### src/rtl/muldiv_unit.sv
// muldiv_unit: iterative RV32M multiply/divide unit (shift-add multiply, restoring divide)
module muldiv_unit #(
  parameter int XLEN = 32,
  localparam int CNT_W = $clog2(XLEN) + 1
) (
  input  logic            clk,
  input  logic            rst,
  input  logic            start,
  input  logic [2:0]      funct3,
  input  logic [XLEN-1:0] op_a,
  input  logic [XLEN-1:0] op_b,
  input  logic [4:0]      rd_addr,
  input  logic            flush,
  output logic            busy,
  output logic            done,
  output logic [XLEN-1:0] result,
  output logic [4:0]      done_rd_addr
);
  typedef enum logic [1:0] {IDLE, CALC, FIX, DONE} state_t;
  state_t state_q, state_d;
  logic [2:0] f3_q, f3_d;
  logic [4:0] rd_q, rd_d, done_rd_q, done_rd_d;
  logic [XLEN-1:0] dv_q, dv_d, res_q, res_d;
  logic [2*XLEN-1:0] acc_q, acc_d;
  logic [CNT_W-1:0] cnt_q, cnt_d;
  logic neg_p_q, neg_p_d, neg_r_q, neg_r_d, done_q, done_d;
  logic is_div, sa, sb, neg_a, neg_b, div_zero, ovf;
  logic [XLEN-1:0] abs_a, abs_b, spec_res, quo, rem, fix_res;
  logic [XLEN:0] mul_sum, div_sh, div_diff;
  logic [2*XLEN-1:0] mul_next, div_next, prod_fix;
  assign is_div   = funct3[2];
  assign sa       = (funct3 == 3'b001) || (funct3 == 3'b010) || (is_div && !funct3[0]);
  assign sb       = (funct3 == 3'b001) || (is_div && !funct3[0]);
  assign neg_a    = sa & op_a[XLEN-1];
  assign neg_b    = sb & op_b[XLEN-1];
  assign abs_a    = neg_a ? -op_a : op_a;
  assign abs_b    = neg_b ? -op_b : op_b;
  assign div_zero = is_div && (op_b == '0);
  assign ovf      = is_div && !funct3[0] && (op_a == {1'b1, {(XLEN-1){1'b0}}}) && (op_b == '1);
  assign spec_res = div_zero ? (funct3[1] ? op_a : '1) : (funct3[1] ? '0 : op_a);
  // Multiply: upper half accumulates, multiplier bits shift out of the lower half
  assign mul_sum  = {1'b0, acc_q[2*XLEN-1:XLEN]} + (acc_q[0] ? {1'b0, dv_q} : '0);
  assign mul_next = {mul_sum, acc_q[XLEN-1:1]};
  // Divide: upper half is the partial remainder, lower half shifts dividend out and quotient in
  assign div_sh   = {acc_q[2*XLEN-1:XLEN], acc_q[XLEN-1]};
  assign div_diff = div_sh - {1'b0, dv_q};
  assign div_next = div_diff[XLEN] ? {div_sh[XLEN-1:0], acc_q[XLEN-2:0], 1'b0}
                                   : {div_diff[XLEN-1:0], acc_q[XLEN-2:0], 1'b1};
  assign prod_fix = neg_p_q ? -acc_q : acc_q;
  assign quo      = neg_p_q ? -acc_q[XLEN-1:0] : acc_q[XLEN-1:0];
  assign rem      = neg_r_q ? -acc_q[2*XLEN-1:XLEN] : acc_q[2*XLEN-1:XLEN];
  assign fix_res  = f3_q[2] ? (f3_q[1] ? rem : quo)
                            : (f3_q[1:0] == 2'b00 ? prod_fix[XLEN-1:0] : prod_fix[2*XLEN-1:XLEN]);
  always_comb begin
    state_d   = state_q;
    f3_d      = f3_q;
    rd_d      = rd_q;
    dv_d      = dv_q;
    acc_d     = acc_q;
    cnt_d     = cnt_q;
    neg_p_d   = neg_p_q;
    neg_r_d   = neg_r_q;
    res_d     = res_q;
    done_rd_d = done_rd_q;
    done_d    = 1'b0;
    if (flush) begin
      state_d = IDLE;
    end else if (state_q == IDLE) begin
      if (start) begin
        f3_d    = funct3;
        rd_d    = rd_addr;
        neg_p_d = neg_a ^ neg_b;
        neg_r_d = neg_a;
        cnt_d   = '0;
        if (div_zero || ovf) begin
          state_d   = DONE;
          done_d    = 1'b1;
          res_d     = spec_res;
          done_rd_d = rd_addr;
        end else begin
          state_d = CALC;
          dv_d    = is_div ? abs_b : abs_a;
          acc_d   = {{XLEN{1'b0}}, is_div ? abs_a : abs_b};
        end
      end
    end else if (state_q == CALC) begin
      acc_d = f3_q[2] ? div_next : mul_next;
      cnt_d = cnt_q + 1'b1;
      state_d = (cnt_q == CNT_W'(XLEN-1)) ? FIX : CALC;
    end else if (state_q == FIX) begin
      res_d     = fix_res;
      done_rd_d = rd_q;
      done_d    = 1'b1;
      state_d   = DONE;
    end else begin
      state_d = IDLE;
    end
  end
  always_ff @(posedge clk or negedge rst) begin
    if (!rst) begin
      state_q   <= IDLE;
      f3_q      <= '0;
      rd_q      <= '0;
      dv_q      <= '0;
      acc_q     <= '0;
      cnt_q     <= '0;
      neg_p_q   <= 1'b0;
      neg_r_q   <= 1'b0;
      res_q     <= '0;
      done_rd_q <= '0;
      done_q    <= 1'b0;
    end else begin
      state_q   <= state_d;
      f3_q      <= f3_d;
      rd_q      <= rd_d;
      dv_q      <= dv_d;
      acc_q     <= acc_d;
      cnt_q     <= cnt_d;
      neg_p_q   <= neg_p_d;
      neg_r_q   <= neg_r_d;
      res_q     <= res_d;
      done_rd_q <= done_rd_d;
      done_q    <= done_d;
    end
  end
  assign busy         = (state_q != IDLE);
  assign done         = done_q;
  assign result       = res_q;
  assign done_rd_addr = done_rd_q;
endmodule

### config.mk
export PLATFORM = sky130hd
export DESIGN_NAME = muldiv_unit
export DESIGN_NICKNAME = d
export VERILOG_FILES = /design/src/rtl/muldiv_unit.sv
export SDC_FILE = /design/constraint.sdc
export NUM_CORES = 1
export LEC_CHECK = 0
export BUFFER_PORTS_ARGS = -buffer_cell sky130_fd_sc_hd__buf_2
export CAP_MARGIN = 20
export CORE_UTILIZATION = 55
export DETAILED_ROUTE_END_ITERATION = 10
export PLACE_DENSITY_LB_ADDON = 0.2
export SYNTH_ARGS = -nofsm -noshare
export SYNTH_HDL_FRONTEND = slang
export SYNTH_SLANG_ARGS = --single-unit
### constraint.sdc
create_clock -name clk -period 4.8 [get_ports clk]
set_input_delay 0.96 -clock clk [delete_from_list [all_inputs] [get_ports clk]]
set_output_delay 0.96 -clock clk [all_outputs]
set_load 0.01 [all_outputs]
# Yosys cells after proc, flatten, opt, wreduce, memory -nomap -nowiden
# Index checks and enable logic that the tools add are counted.
totals:
  ff_bits: 152
  out_inout_bits: 39
  wordCells: 102
op_classes:
  n_bitwise: 5
  n_reduce_logical: 20
  muxes: 46
  n_eq_ne: 12
  addsub: 8
op_table:
  columns: ["operator", "count"]
  rows:
  - ["2-to-1 mux 32 bit", 18]
  - ["2-to-1 mux 64 bit", 7]
  - ["negation 32 bit", 4]
  - ["equality test 32 bit (second input constant)", 2]
  - ["negation 64 bit", 1]
  - ["adder 32 x 32 -> 33 bit", 1]
  - ["subtractor 33 x 32 -> 33 bit", 1]
  - ["zero test 32 bit", 1]
  - ["2-to-1 mux 5 bit", 5]
  - ["2-to-1 mux 6 bit", 3]
  - ["2-to-1 mux 2 bit", 7]
  - ["AND reduction 4 bit", 2]
  - ["adder 6 x 1 -> 6 bit (second input constant)", 1]
  - ["equality test 6 x 5 -> 1 bit (second input constant)", 1]
  - ["2-to-1 mux 1 bit", 6]
  - ["!= test 2 bit (second input constant)", 3]
  - ["AND reduction 3 bit", 2]
  - ["nonzero test 2 bit", 3]
  - ["AND reduction 5 bit", 1]
  - ["logical AND 1 bit", 4]
  - ["zero test 2 bit", 2]
  - ["logical OR 1 bit", 4]
  - ["equality test 3 x 1 -> 1 bit (second input constant)", 1]
  - ["equality test 3 x 2 -> 1 bit (second input constant)", 1]
  - ["8 further kinds", 10]

# Depth between registers and ports, before layout
depth:
  word_depth: 9
  ltp_mapped: 16
  mapped_depth_nobuf: 14

# Worst setup path after synthesis
# OpenSTA, ideal clock, no wires.
synth_timing:
  path_type: "input-to-reg"
  from: "input op_b[6]"
  to: "register acc_q[1]"
  setup_time_ns: 0.142
  n_path_buf: 4
  t_required_ns: 4.658
  slack_ns: 1.289
  cell_stages: 11
  t_arrival_ns: 3.368
  cell_sequence: "or4_1 -> nor4_1 -> and4_1 -> and3_1 -> clkbuf_1 -> nor2_1 -> nand2_1 -> clkbuf_1 -> buf_2 -> buf_1 -> o221ai_1"
synth_between:
  elab_chain_len: 5
  word_cells_on_any_way: 7
  classes_between: "2 x eq/ne; 5 x reduce/logical"
synth_rtl:
  columns: ["element", "line_no", "source"]
  rows:
  - ["start: declaration", "11", "input logic [XLEN-1:0] op_b,"]
  - ["equality test 32 bit / zero test 32 bit (equally long branches)", "39, 38", null]
  - ["logical AND 1 bit, on equally long branches", "39, 38", null]
  - ["logical OR 1 bit (*)", "75", "if (div_zero || ovf) begin"]
  - ["!= test 2 bit (no line) (*)", null, null]
  - ["AND reduction 4 bit (no line) (*)", null, null]
  - ["end signal: assignment", "105", "acc_q <= '0;"]
  - ["end signal: assignment", "117", "acc_q <= acc_d;"]
  - ["end: declaration", "24", "logic [2*XLEN-1:0] acc_q, acc_d;"]
# Every way passes the cells marked *; elsewhere a longest branch is shown, timed or not.
# A chain may end at the register's enable or synchronous reset.

# Worst setup path after layout
layout_timing:
  from: "register acc_q[33]"
  to: "register acc_q[46]"
layout_between:
  elab_chain_len: 5
  word_cells_on_any_way: 6
  classes_between: "2 x add/sub; 4 x mux"
layout_rtl:
  columns: ["element", "line_no", "source"]
  rows:
  - ["subtractor 33 x 32 -> 33 bit", "46", "assign div_diff = div_sh - {1'b0, dv_q};"]
  - ["2-to-1 mux 64 bit", "47", "assign div_next = div_diff[XLEN] ? {div_sh[XLEN-1:0], acc_q[XLEN-2:0], 1'b0}"]
  - ["2-to-1 mux 64 bit (*)", "87", "acc_d = f3_q[2] ? div_next : mul_next;"]
  - ["2-to-1 mux 64 bit (*)", "86", "end else if (state_q == CALC) begin"]
  - ["2-to-1 mux 64 bit (*)", "68", "end else if (state_q == IDLE) begin"]
# Every way passes the cells marked *; elsewhere a longest branch is shown, timed or not. The select of a mux whose other input is x is not followed.

==> impl_metrics.csv <==
group,metric,value,unit
outcome,outcome,"finished with violations",
outcome,failed_checks,"DRC",
routing,wl,57.5,mm
timing,fmax,227,MHz
routing,remaining_drc_errors,1,
synth,synth-compound-area-share,27.7,%
routing,detail_route_antenna_nets,0,
finish,mostFrequentLayoutCell,"nand2_1",
finish,flow.area_growth_from_synthesis,8.90,%
synth,yosysSeqAreaShare,24.7,%
clock_tree,cts.sinks,152,
timing,unrepaired_setup_endpoints_after_global_routing,"false",
floorplan,rows,60,
setup_path,arrival,4700,ps
place,rd_place_congestion,1.04,
synth,postSynthNetCount,2242,
finish,total_nets_final,2253,
routing,num_vias,16500,
synth,synth_top_family_by_area,"compound AO/OA/AOI/OAI gates",
power_and_ir_drop,power_per_cell_area,545,nW/µm²
routing,routed_wire_length_per_instance,23.1,µm
min_path,hold_path_class,"flip-flop to flip-flop",
setup_path,path_class,"flip-flop to flip-flop",
synth,synth.ff_latch_count,152,
clock_tree,cts.path.max_buffers,2,
finish,layout.cells.most_common_list,"247 x nand2_1, 197 x nor2_1, 187 x o21ai_0, 161 x a21oi_1, 150 x dfrtp_1",
clock_tree,cts-buffers-inserted,17,
timing,maxSlewViolCount,0,
min_path,hold-path-cell-count,2,
run,drv.max_cap_violation_count,0,
routing,firstDrtPassIters,10,
clock_tree,clkSlewWorstSetupHoldPaths,80,ps
grt,gr-total-overflow,0,
routing,route.detailed.vias_per_inst,6.62,
setup_path,cp-start-kind,"flip-flop",
floorplan,die_height,169,µm
clock_tree,cts.repair.resized,0,
clock_tree,number_of_buffers_inserted_by_hold_repair_at_cts,0,
finish,post_route_cells_drive_above_1_share,10.7,%
timing,totalNegativeSetupSlack,0,ps
clock_tree,htree_levels,4,
synth,synth.area.mux_share,3.86,%
clock_tree,clock_insertion_delay_worst_skew,450,ps
timing,report.final.setup_viol,0,
synth,synthCells,2094,
synth,distinct_cell_type_count_of_the_synthesized_netlist,80,
routing,drtIter0Drc,2203,
clock_tree,post_cts.repair.setup_buffers,0,
floorplan,pin_count,115,
synth,synth.yosys.warnings,0,
power_and_ir_drop,power_leakage,7.31,nW
grt,grt_pass1_vias,15300,
place,detailed_place_hpwl,43.6,mm
grt,grt_antenna_before_repair,3,
floorplan,coreArea,27300,µm²
power_and_ir_drop,vdd.ir_drop.worst,0.227,mV
timing,period_minus_slack,4410,ps
clock_tree,cts-root-buf,"clkbuf_16",
floorplan,initial_cell_density_of_the_core,56.6,%
floorplan,die_boundary_width,169,µm
timing,max_slew_margin,30.3,%
place,portBuffers,114,
setup_path,worst-path-max-fanout,12,
floorplan,die-area,28700,µm²
setup_path,critical_path.endpoint_type,"flip-flop",
synth,arithmetic_cell_share_of_the_synthesized_area_counting_full_adders_half_adders_and_majority_gates,5.94,%
synth,dominantRegCellSynth,"dfrtp_1",
timing,clock-skew-final,19.7,ps
grt,grt_start_max_net_pins,99,
finish,antenna-diode-count,0,
synth,yosys.area_share.simple,21.2,%
synth,asyncSetResetFlopFracSynth,100,%
synth,netlist_area,15400,µm²
synth,synth_xor_xnor_area_share,11.1,%
setup_path,worst-endpoint-required,5100,ps
finish,finalNonFillerCells,2490,
synth,post_synthesis_mean_instance_area,7.37,µm²
timing,finalCritPeriodShare,91.8,%
timing,hold_viol,0,
synth,synth_enable_flop_cells,0,
grt,overall_routing_resource_usage,40.5,%
setup_path,worst_reg2reg_path_length_in_cells,12,
place,place_inst,2458,
timing,worstMarginPinSlew,1050,ps
clock_tree,tritoncts,"built",
grt,grt_first_pass_wirelength,88.8,mm
finish,fillerInstances,2544,
[synth_stat cells, types with 49 or more instances]
cell      number  area [µm²]
o21ai_1       49         245
xnor2_1      102         893
clkbuf_1     144         541
nor2_1       198         743
inv_1         61         229
nand3_1       51         255
nand2_1      248         931
dfrtp_1      152        3800
ha_1          70         876
o21ai_0      187         936
xor2_1        94         823
a21oi_1      162         811
[layout make-up]
cell class	instances	area (µm²)	area share [%]
Multi-Input combinational cell	1718	10800	64.2
Sequential cell	152	3810	22.7
Timing Repair Buffer	152	875	5.21
Tap cell	372	465	2.77
Clock buffer	17	425	2.53
Inverter	64	240	1.43
Clock inverter	15	194	1.15
[metrics by stage]
stage                     hold slack [ps]  instance area (µm²)  total power [W]  worst slack [ps]  util [%]
after floorplan                       439                15400          0.00596              1290         -
after global placement                461                16200          0.00747               555      59.4
after detailed placement              471                16200          0.00752               546      59.4
after CTS                             488                16800          0.00898               517      61.6
after global routing                  513                16800          0.00969               212      61.6
final                                 480                16800          0.00915               394      61.6
[kinds of logic (layout without fill, tap and decap cells)]
group | count (synthesis) | after routing
AND/OR/NAND/NOR | 708 | 708
AO/OA/AOI/OAI | 685 | 685
buffers and inverters | 224 | 248
XOR/XNOR | 196 | 196
flip-flops | 152 | 152
adder cells (fa/ha/maj) | 72 | 72
multiplexers | 57 | 57
[state kept, by name, summed over array words and instances (netlist names)]
register	cells
neg_p_q	1
done_rd_addr	5
result	32
acc_q	64
f3_q	3
dv_q	32
state_q	2
neg_r_q	1
cnt_q	6
done	1
rd_q	5
[report_power, final]
group          total, W  internal [W]  switching [W]
combinational   0.00553       0.00216        0.00337
clock           0.00144      0.000714       0.000728
sequential      0.00218       0.00156       0.000623
[layer usage]
layer	vias up	wire (µm)	GRT usage, %
met4	4	3000	19.8
met3	173	5710	7.88
met5	-	24	0
met2	1033	25300	63.4
li1	7563	-	-
met1	7723	23500	53.4
[critical path, cell delays in order (launching register included)]
cell and delay (ps):
dfrtp_1 480, ha_1 360, nor2b_1 180, o31ai_1 490
a211oi_1 250, o21ai_1 300, a31oi_1 180, o2111a_1 310
o21a_1 410, nor2_2 610, buf_4 340, mux2i_1 260
o21ai_0 100
[worst paths after layout]
path                           start         end  slack [ps]
hold reg to reg              dv_q[4]     dv_q[4]         480
max in group asynchronous        rst  result[24]        3280
setup reg to reg           acc_q[33]   acc_q[46]         390
hold / removal               dv_q[4]     dv_q[4]         480
min in group asynchronous        rst    acc_q[4]         560
setup / recovery           acc_q[33]   acc_q[46]         390
(Power assumes the default switching activity.)
